==> src/rtl/module_opctrl.sv <==
// module_opctrl: calculator sequencing controller.
// Builds two 2-digit BCD operands from keypad events, launches the arithmetic
// unit with a start/done handshake and selects the display source.
// Optional build macro: TIMEOUT_EN adds a WAIT-state timeout that sets err.
//
// state    | meaning
// ---------+-------------------------------------------------------------
// ENTRY_A  | shifting digits into operand A, display A
// ENTRY_B  | shifting digits into operand B, display B
// START    | one-cycle alu_start pulse, operands frozen
// WAIT     | waiting for alu_done (or timeout), keys ignored
// SHOW     | displaying result; digit/clear starts a new entry
module module_opctrl #(
  parameter int TIMEOUT_CYCLES = 1023,
  parameter int CNT_W          = 10
) (
  input  logic       clk,
  input  logic       rst,
  input  logic       key_valid,
  input  logic [3:0] key_code,
  input  logic       alu_done,
  output logic [7:0] op_a,
  output logic [7:0] op_b,
  output logic       alu_start,
  output logic [1:0] disp_sel,
  output logic       busy,
  output logic       err
);

  typedef enum logic [4:0] {
    S_ENTRY_A = 5'b00001,
    S_ENTRY_B = 5'b00010,
    S_START   = 5'b00100,
    S_WAIT    = 5'b01000,
    S_SHOW    = 5'b10000
  } state_t;

  // The counter compare only works if the terminal value is representable.
  if (TIMEOUT_CYCLES < 1 || TIMEOUT_CYCLES >= (1 << CNT_W)) begin : g_bad_timeout_cfg
    $error("module_opctrl: TIMEOUT_CYCLES must be in 1..2**CNT_W-1");
  end

  state_t     state_q, state_d;
  logic [7:0] op_a_q, op_a_d;
  logic [7:0] op_b_q, op_b_d;
  logic [1:0] cnt_q, cnt_d;
  logic       tmo_hit;

  logic key_digit, key_clear, key_enter;
  assign key_digit = key_valid && (key_code <= 4'd9);
  assign key_clear = key_valid && (key_code == 4'hA);
  assign key_enter = key_valid && (key_code == 4'hB);

`ifdef TIMEOUT_EN
  localparam logic [CNT_W-1:0] TMO_LAST = CNT_W'(TIMEOUT_CYCLES - 1);

  logic [CNT_W-1:0] tmo_q, tmo_d;
  logic             err_q, err_d;

  // alu_done takes priority over a coincident terminal count.
  assign tmo_hit = (state_q == S_WAIT) && !alu_done && (tmo_q == TMO_LAST);
  assign err     = err_q;

  // Timeout counter and sticky error flag.
  always_comb begin
    tmo_d = tmo_q;
    err_d = err_q;
    case (state_q)
      S_ENTRY_A, S_ENTRY_B: ;
      S_START: tmo_d = '0;
      S_WAIT: begin
        tmo_d = tmo_q + 1'b1;
        if (tmo_hit) err_d = 1'b1;
      end
      S_SHOW:  if (key_digit || key_clear) err_d = 1'b0;
      default: begin
        tmo_d = '0;
        err_d = 1'b0;
      end
    endcase
  end

  // Timeout registers.
  always_ff @(posedge clk or negedge rst) begin
    if (!rst) begin
      tmo_q <= '0;
      err_q <= 1'b0;
    end else begin
      tmo_q <= tmo_d;
      err_q <= err_d;
    end
  end
`else
  assign tmo_hit = 1'b0;
  assign err     = 1'b0;
`endif

  // State and operand registers.
  always_ff @(posedge clk or negedge rst) begin
    if (!rst) begin
      state_q <= S_ENTRY_A;
      op_a_q  <= 8'h00;
      op_b_q  <= 8'h00;
      cnt_q   <= 2'd0;
    end else begin
      state_q <= state_d;
      op_a_q  <= op_a_d;
      op_b_q  <= op_b_d;
      cnt_q   <= cnt_d;
    end
  end

  // Next-state logic.
  always_comb begin
    state_d = state_q;
    case (state_q)
      S_ENTRY_A: if (key_enter) state_d = S_ENTRY_B;
      S_ENTRY_B: if (key_enter) state_d = S_START;
      S_START:   state_d = S_WAIT;
      S_WAIT:    if (alu_done || tmo_hit) state_d = S_SHOW;
      S_SHOW:    if (key_digit || key_clear) state_d = S_ENTRY_A;
      default:   state_d = S_ENTRY_A;
    endcase
  end

  // Operand shift-in and digit count; operands are frozen from START to SHOW.
  always_comb begin
    op_a_d = op_a_q;
    op_b_d = op_b_q;
    cnt_d  = cnt_q;
    case (state_q)
      S_ENTRY_A: begin
        if (key_digit) begin
          if (cnt_q < 2'd2) begin
            op_a_d = {op_a_q[3:0], key_code};
            cnt_d  = cnt_q + 2'd1;
          end
        end else if (key_clear) begin
          op_a_d = 8'h00;
          cnt_d  = 2'd0;
        end else if (key_enter) begin
          cnt_d = 2'd0;
        end
      end
      S_ENTRY_B: begin
        if (key_digit) begin
          if (cnt_q < 2'd2) begin
            op_b_d = {op_b_q[3:0], key_code};
            cnt_d  = cnt_q + 2'd1;
          end
        end else if (key_clear) begin
          op_b_d = 8'h00;
          cnt_d  = 2'd0;
        end
      end
      S_START, S_WAIT: ;
      S_SHOW: begin
        if (key_digit) begin
          op_a_d = {4'h0, key_code};
          op_b_d = 8'h00;
          cnt_d  = 2'd1;
        end else if (key_clear) begin
          op_a_d = 8'h00;
          op_b_d = 8'h00;
          cnt_d  = 2'd0;
        end
      end
      default: begin
        op_a_d = 8'h00;
        op_b_d = 8'h00;
        cnt_d  = 2'd0;
      end
    endcase
  end

  // Moore outputs decoded from the state register.
  always_comb begin
    alu_start = 1'b0;
    busy      = 1'b0;
    disp_sel  = 2'd0;
    case (state_q)
      S_ENTRY_A: disp_sel = 2'd0;
      S_ENTRY_B: disp_sel = 2'd1;
      S_START: begin
        disp_sel  = 2'd1;
        busy      = 1'b1;
        alu_start = 1'b1;
      end
      S_WAIT: begin
        disp_sel = 2'd1;
        busy     = 1'b1;
      end
      S_SHOW:  disp_sel = 2'd2;
      default: disp_sel = 2'd0;
    endcase
  end

  assign op_a = op_a_q;
  assign op_b = op_b_q;

endmodule

==> config.mk <==
export PLATFORM = sky130hd
export DESIGN_NAME = module_opctrl
export DESIGN_NICKNAME = d
export VERILOG_FILES = /design/src/rtl/module_opctrl.sv
export SDC_FILE = /design/constraint.sdc
export NUM_CORES = 1
export LEC_CHECK = 0
export ABC_AREA = 1
export BUFFER_PORTS_ARGS = -buffer_cell sky130_fd_sc_hd__buf_2
export CAP_MARGIN = 20
export CORE_MARGIN = 10
export CORE_UTILIZATION = 49
export CTS_CLUSTER_DIAMETER = 100
export DETAILED_ROUTE_END_ITERATION = 6
export PLACE_DENSITY = 0.72
export SYNTH_ARGS = -nofsm -noshare
export SYNTH_HDL_FRONTEND = slang
export SYNTH_SLANG_ARGS = --single-unit
==> constraint.sdc <==
create_clock -name clk -period 1.4 [get_ports clk]
set_clock_uncertainty 0.2 [all_clocks]
set_input_delay 0.14 -clock clk [delete_from_list [all_inputs] [get_ports clk]]
set_output_delay 0.14 -clock clk [all_outputs]
set_load 0.005 [all_outputs]
**After elaboration in Yosys (flattened, before gate mapping)**

Index checks and enable logic that the tools add are counted.

- Register bits after elaboration: 23
- Input port bits: 8
- Output and inout port bits: 21
- Word-level logic and storage cells: 61

- Add/subtract/negate cells: 1
- Order comparisons: 2
- Equality and inequality tests: 14
- Mux-type cells: 26
- Bitwise logic cells: 3
- Reductions and logical operators: 11

Operator list:

| operator | count |
|---|---|
| 2-to-1 mux 8 bit | 8 |
| case mux 8 bit (3 select lines) | 2 |
| case mux 5 bit (5 select lines) | 1 |
| 2-to-1 mux 5 bit | 4 |
| 2-to-1 mux 2 bit | 7 |
| equality test 4 bit, second input constant | 2 |
| inequality test 2 bit, second input constant | 4 |
| case mux 2 bit (4 select lines) | 1 |
| inequality test 3 bit, second input constant | 2 |
| AND reduction 2 bit | 3 |
| OR reduction 3 bit | 2 |
| equality test 5 x 1 -> 1 bit, second input constant | 1 |
| equality test 5 x 2 -> 1 bit, second input constant | 1 |
| equality test 5 x 3 -> 1 bit, second input constant | 1 |
| equality test 5 x 4 -> 1 bit, second input constant | 1 |
| equality test 5 bit, second input constant | 1 |
| <= comparator 4 bit, second input constant | 1 |
| inequality test 4 bit, second input constant | 1 |
| case mux 2 bit (2 select lines) | 1 |
| AND reduction 4 bit | 1 |
| logical AND 1 bit | 3 |
| NOT 1 bit | 3 |
| adder 2 x 1 -> 2 bit, second input constant | 1 |
| < comparator 2 bit, second input constant | 1 |
| other kinds (3) | 4 |

**Logic depth before layout (Yosys ltp)**

- Word-level depth: 6
- Gate-level depth with buffers: 9

**Worst setup path after synthesis**

No wires, ideal clock.

- Kind: flip-flop to flip-flop
- Start point: register state_q[0]
- End point: register op_a_q[0], in the netlist op_a[0]
- Library setup time: 0.065 ns
- Arrival time: 1.218 ns
- Data required time: 1.135 ns
- Path slack: -0.083 ns
- Cell stages (with the launch flop): 7
- Buffers on the path: 0
- Clock period less this slack: 1.483 ns
- Cell sequence: dfstp_2 > nor2_1 > nand3_2 > nand3_1 > nor2_4 > nand3_1 > nand2_1

- Word-level cells in the longest chain between the ends: 4
- Elaborated cells between the ends (all ways): 10
- Those cells by class: eq/ne (6); mux (1); bitwise (1); reduce/logical (2)

Ends and longest elaborated chain:

| element | RTL line | source |
|---|---|---|
| start: declaration | 43 | `state_t state_q, state_d;` |
| start signal: assignment | 106 | `state_q <= state_d;` |
| parallel branches: the longest is 4 deep, another holds case mux 8 bit (3 select lines) | - |  |
| end signal: assignment | 107 | `op_a_q <= op_a_d;` |
| end: declaration | 44 | `logic [7:0] op_a_q, op_a_d;` |

Parallel ways; which one is timed is not known.
A chain may end at the register's enable or synchronous reset.

**Worst setup path in the final report**

- Start point: register state_q[1]
- End point: output busy

- Word-level cells in the longest chain between the ends: 3
- Elaborated cells between the ends (all ways): 4
- Those cells by class: eq/ne (2); mux (1); reduce/logical (1)

Ends and longest elaborated chain:

| element | RTL line | source |
|---|---|---|
| equality test 5 x 3 -> 1 bit / equality test 5 x 4 -> 1 bit (equally long branches) | 181 | `case (state_q)` |
| OR reduction 2 bit (no line) * | - |  |
| 2-to-1 mux 1 bit * | 181 |  |
| end: declaration | 26 | `output logic busy,` |

Every way passes the cells marked *; elsewhere a longest branch is shown, timed or not.

==> results.txt <==
Yosys attributes the largest share of cell area to sky130_fd_sc_hd__dfrtp_1 (36%), sky130_fd_sc_hd__nand2_1 (20%), sky130_fd_sc_hd__nand3_1 (16%), sky130_fd_sc_hd__nor2_1 (4.2%), sky130_fd_sc_hd__nand3_2 (4.0%). The path with the worst hold slack has its endpoint at op_a[3]. The largest area contributor in the synthesized netlist is sky130_fd_sc_hd__dfrtp_1. In this run the number of H-tree levels came out at 1. The arithmetic-cell share of the synthesized area counting full adders, half adders and majority gates came out at 0.829%. The number of buffers inserted during clock tree synthesis came out at 3. The detail-routed via count per cell is between 5 and 6.

In this run the horizontal extent of the chip is 75.5 um. Measured on the finished design, the core utilization comes to around four fifths. The final critical delay including setup and external delays is 1.80 ns. The antenna cell count came out at 0.

The max-cap check violation count came out at 0. The worst setup slack after layout is -0.397 ns. The full die area came out at 0.00570 mm2. After detailed placement, the design holds a cell count of approximately 310. The number of cells on the worst reg-to-reg path is 8.

The worst reg-to-reg setup slack is -0.37 ns. The post-synthesis instance total came out at 219. Global routing consumed, over all layers together, 18.4% of the routing resources. The number of clock sinks came out at 23. The final layout contains 309 nets. The maximum number of pins on one net before global-route repair is 24. During synthesis, Yosys emitted a total of 0 warnings. The number of cells on the worst hold path is 6. The global routing stage identified its most utilized layer as met2. The critical path is of the register to primary output type.

Summed over all nets, the half-perimeter wirelength after detailed placement is 3.18 mm. Once the floorplan was initialized, standard cells occupied 50.2% of the core. The filler cell count is slightly above 200. The dominant combinational cell family by area after synthesis is simple AND/OR/NAND/NOR gates. The floorplan has 20 rows. The startpoint identified for the worst register-to-register timing path is state_q[1].

The congestion estimate from routability-driven global placement came to 0.873. The area overhead of the layout relative to synthesis is 61.8%. The class of the most critical hold timing path is primary input to register. Global routing finished with a remaining overflow of 0.

The share of the synthesized netlist area taken by xor and xnor gates is 0%. The simple-gate share of the synthesized area is roughly half. The met1 demand-to-capacity share in global routing came out at 21.0%. The first-pass GRT wire length came out at 8.29 mm. The post-synthesis cell area came out at ~0.0015 mm2. The total nets after synthesis is 228. The deepest clock path buffer count is 2.

The cell sitting at the root of the clock tree is a sky130_fd_sc_hd__clkbuf_4. The required time of the critical path came out at 1.06 ns. The non-filler instance count after layout is about 330. The final reports fail on setup timing. The finished cells cover 0.00244 mm2. 29 I/O pins were placed. The library cells used most frequently in the layout, excluding fill and tap cells, are sky130_fd_sc_hd__nand2_1 (73), sky130_fd_sc_hd__nand3_1 (40), sky130_fd_sc_hd__buf_4 (36), sky130_fd_sc_hd__buf_2 (23), sky130_fd_sc_hd__dfrtp_1 (19). The met3 usage is between 2 and 3%. The number of global-route vias before repair came out at 1894. The worst hold path begins at key_code[1].

From bottom edge to top edge, the die measures roughly 75 um. The maximum VDD drop came out at 647 uV. The number of max-slew violations in the final report is 0.

The first routing iteration left 126 violations. The transition time of the tightest slew-check pin came out at 0.539 ns. The total routed wirelength is 5.05 mm. Yosys mapped the design onto 21 distinct sky130hd cell types. The worst setup path is captured at a primary output. The worst max-slew margin expressed relative to the limit came out at about 64%.

The number of hold-slack violations in the final timing report came out at 0. Setup violations remaining at the end of the flow were counted as 27. The CTS clock-pin slew for the worst setup and hold paths came out at approximately 0.15 ns. The area of placed instances came out at 0.00204 mm2. The post-route fraction of the period consumed by the critical path is 128%.

The final setup TNS came out at -9.02 ns. In the final routed layout, each cell accounts on average for between 15 and 20 um. The number of antenna violations at the first check in global routing is 0. Buffers placed on the I/O ports in this run total 27. The total design power is 3820 uW. The worst register-to-register path ends at cnt_q[1].

The met2 capacity usage during global routing is 33.2%. The synthesized netlist devotes 3.15% of its cell area to compound gates. Along the worst path, the maximum fanout reaches 4. The synthesized area per cell is around 6.9 um2. The ratio of cells with drive above 1 in the final layout came out at a little under half. The number of design rule violations left after detail routing came out at 0. The floorplan step defined a core boundary enclosing 0.00300 mm2.

Setup repair after global routing could not meet its margin everywhere. Summing the sequential cell areas from Yosys gives between 30% and 40% of the chip area. The top cell type's share of synthesized area is 36.5%.

The share of synthesized area spent on multiplexers is 0%. The critical path arrival came out at 1.46 ns. The first-pass iteration count of the detailed router is 4. The post-route antenna net violation count came out at 0. The peak clock frequency supported by timing is 556 MHz. The run finished, with violations left. The vias after detailed routing is 1805. For the worst-skew pair, the clock arrives at the later sink with an insertion delay of 0.32 ns. The power density relative to cell area is ~1600 mW/mm2. TritonCTS built the clock tree. The number of flip-flops and latches in the synthesized netlist is 23.

The static leakage is 0.00133 uW. The library cell used most frequently in the layout, excluding fill and tap cells, is sky130_fd_sc_hd__nand2_1. The worst setup path is launched from a register.
[repair_timing]
item	in CTS	in global routing
hold buffers	3	1
setup endpoints to repair	26	27
pin swaps	16	28
gates resized for setup	38	19
endpoints found under the hold margin	27	1
setup buffers	11	4
[cell usage after synthesis]
| cell | number |
|---|---|
| sky130_fd_sc_hd__nand2_1 | 80 |
| sky130_fd_sc_hd__nand3_1 | 49 |
| sky130_fd_sc_hd__dfrtp_1 | 22 |
| sky130_fd_sc_hd__nor2_1 | 17 |
| sky130_fd_sc_hd__inv_1 | 12 |
| sky130_fd_sc_hd__nand3_2 | 6 |
| sky130_fd_sc_hd__nand2_2 | 5 |
| sky130_fd_sc_hd__inv_2 | 4 |
| sky130_fd_sc_hd__nor2_4 | 4 |
| sky130_fd_sc_hd__nand4_1 | 3 |
| sky130_fd_sc_hd__nor2_2 | 3 |
| sky130_fd_sc_hd__buf_2 | 2 |
| sky130_fd_sc_hd__buf_4 | 2 |
| sky130_fd_sc_hd__o21ai_0 | 2 |
| sky130_fd_sc_hd__o21ai_2 | 2 |
| sky130_fd_sc_hd__a21oi_1 | 1 |
| sky130_fd_sc_hd__conb_1 | 1 |
| sky130_fd_sc_hd__dfstp_2 | 1 |
| sky130_fd_sc_hd__ha_1 | 1 |
| sky130_fd_sc_hd__o21a_1 | 1 |
| sky130_fd_sc_hd__o21bai_1 | 1 |
[area by class of cell]
cell class	count	area, um2	share of cell area, %
repair buffers	80	634	26.0
flip-flops and latches	23	581	23.8
well taps	33	41.3	1.69
multi-input cells	176	1090	44.7
clock buffers	3	22.5	0.923
inverters	16	62.6	2.56
clock inverters	1	7.51	0.308
[per-layer routing]
layer  routed length (um)  part of all wire [%]
met1                 2110                    42
met2                 2690                    53
met3                  181                   3.6
met4                   70                   1.4
met5                    0                     0
[power by group]
part | leakage (uW) | switching (uW) | internal [uW]
Clock | 0.0000139 | 221 | 109
Sequential | 0.000310 | 136 | 791
Combinational | 0.00101 | 1440 | 1120
Total | 0.00133 | 1800 | 2010
[kinds of logic (layout without fill, tap and decap cells)]
group,count (synthesis),in the layout
flip-flops,23,23
other,1,1
AO/OA/AOI/OAI,7,7
buffers and inverters,20,100
AND/OR/NAND/NOR,167,167
adder cells (fa/ha/maj),1,1
[how the worst max path moves through the flow]
stage / startpoint / endpoint / slack [ns]
after floorplan: state_q[0] / op_b[2] / -0.06
after global placement: state_q[2] / op_b[2] / -0.22
after detailed placement: state_q[2] / op_b[2] / -0.23
after CTS: state_q[1] / busy / -0.36
after global routing: state_q[1] / busy / -0.46
final: state_q[1] / busy / -0.40
[stage by stage]
| step | hold slack, ns | worst slack (ns) |
|---|---|---|
| floorplan | -0.356 | -0.0613 |
| global placement | -0.0581 | -0.224 |
| detailed placement | -0.0527 | -0.232 |
| CTS | 0.00252 | -0.355 |
| global route | 0.0608 | -0.462 |
| finish | 0.0570 | -0.397 |
[critical path, cell delays in order, from the launching register on]
cell and delay, ns:
sky130_fd_sc_hd__dfrtp_2 0.47, sky130_fd_sc_hd__nor2_4 0.20, sky130_fd_sc_hd__nand3_4 0.16, sky130_fd_sc_hd__nand2_4 0.12
sky130_fd_sc_hd__buf_12 0.10, sky130_fd_sc_hd__buf_6 0.08
[state kept, by name (all words and copies together) (netlist names)]
name and count:
state_q 5, op_b 8, cnt_q 2, op_a 8
(Power assumes the default switching activity.)
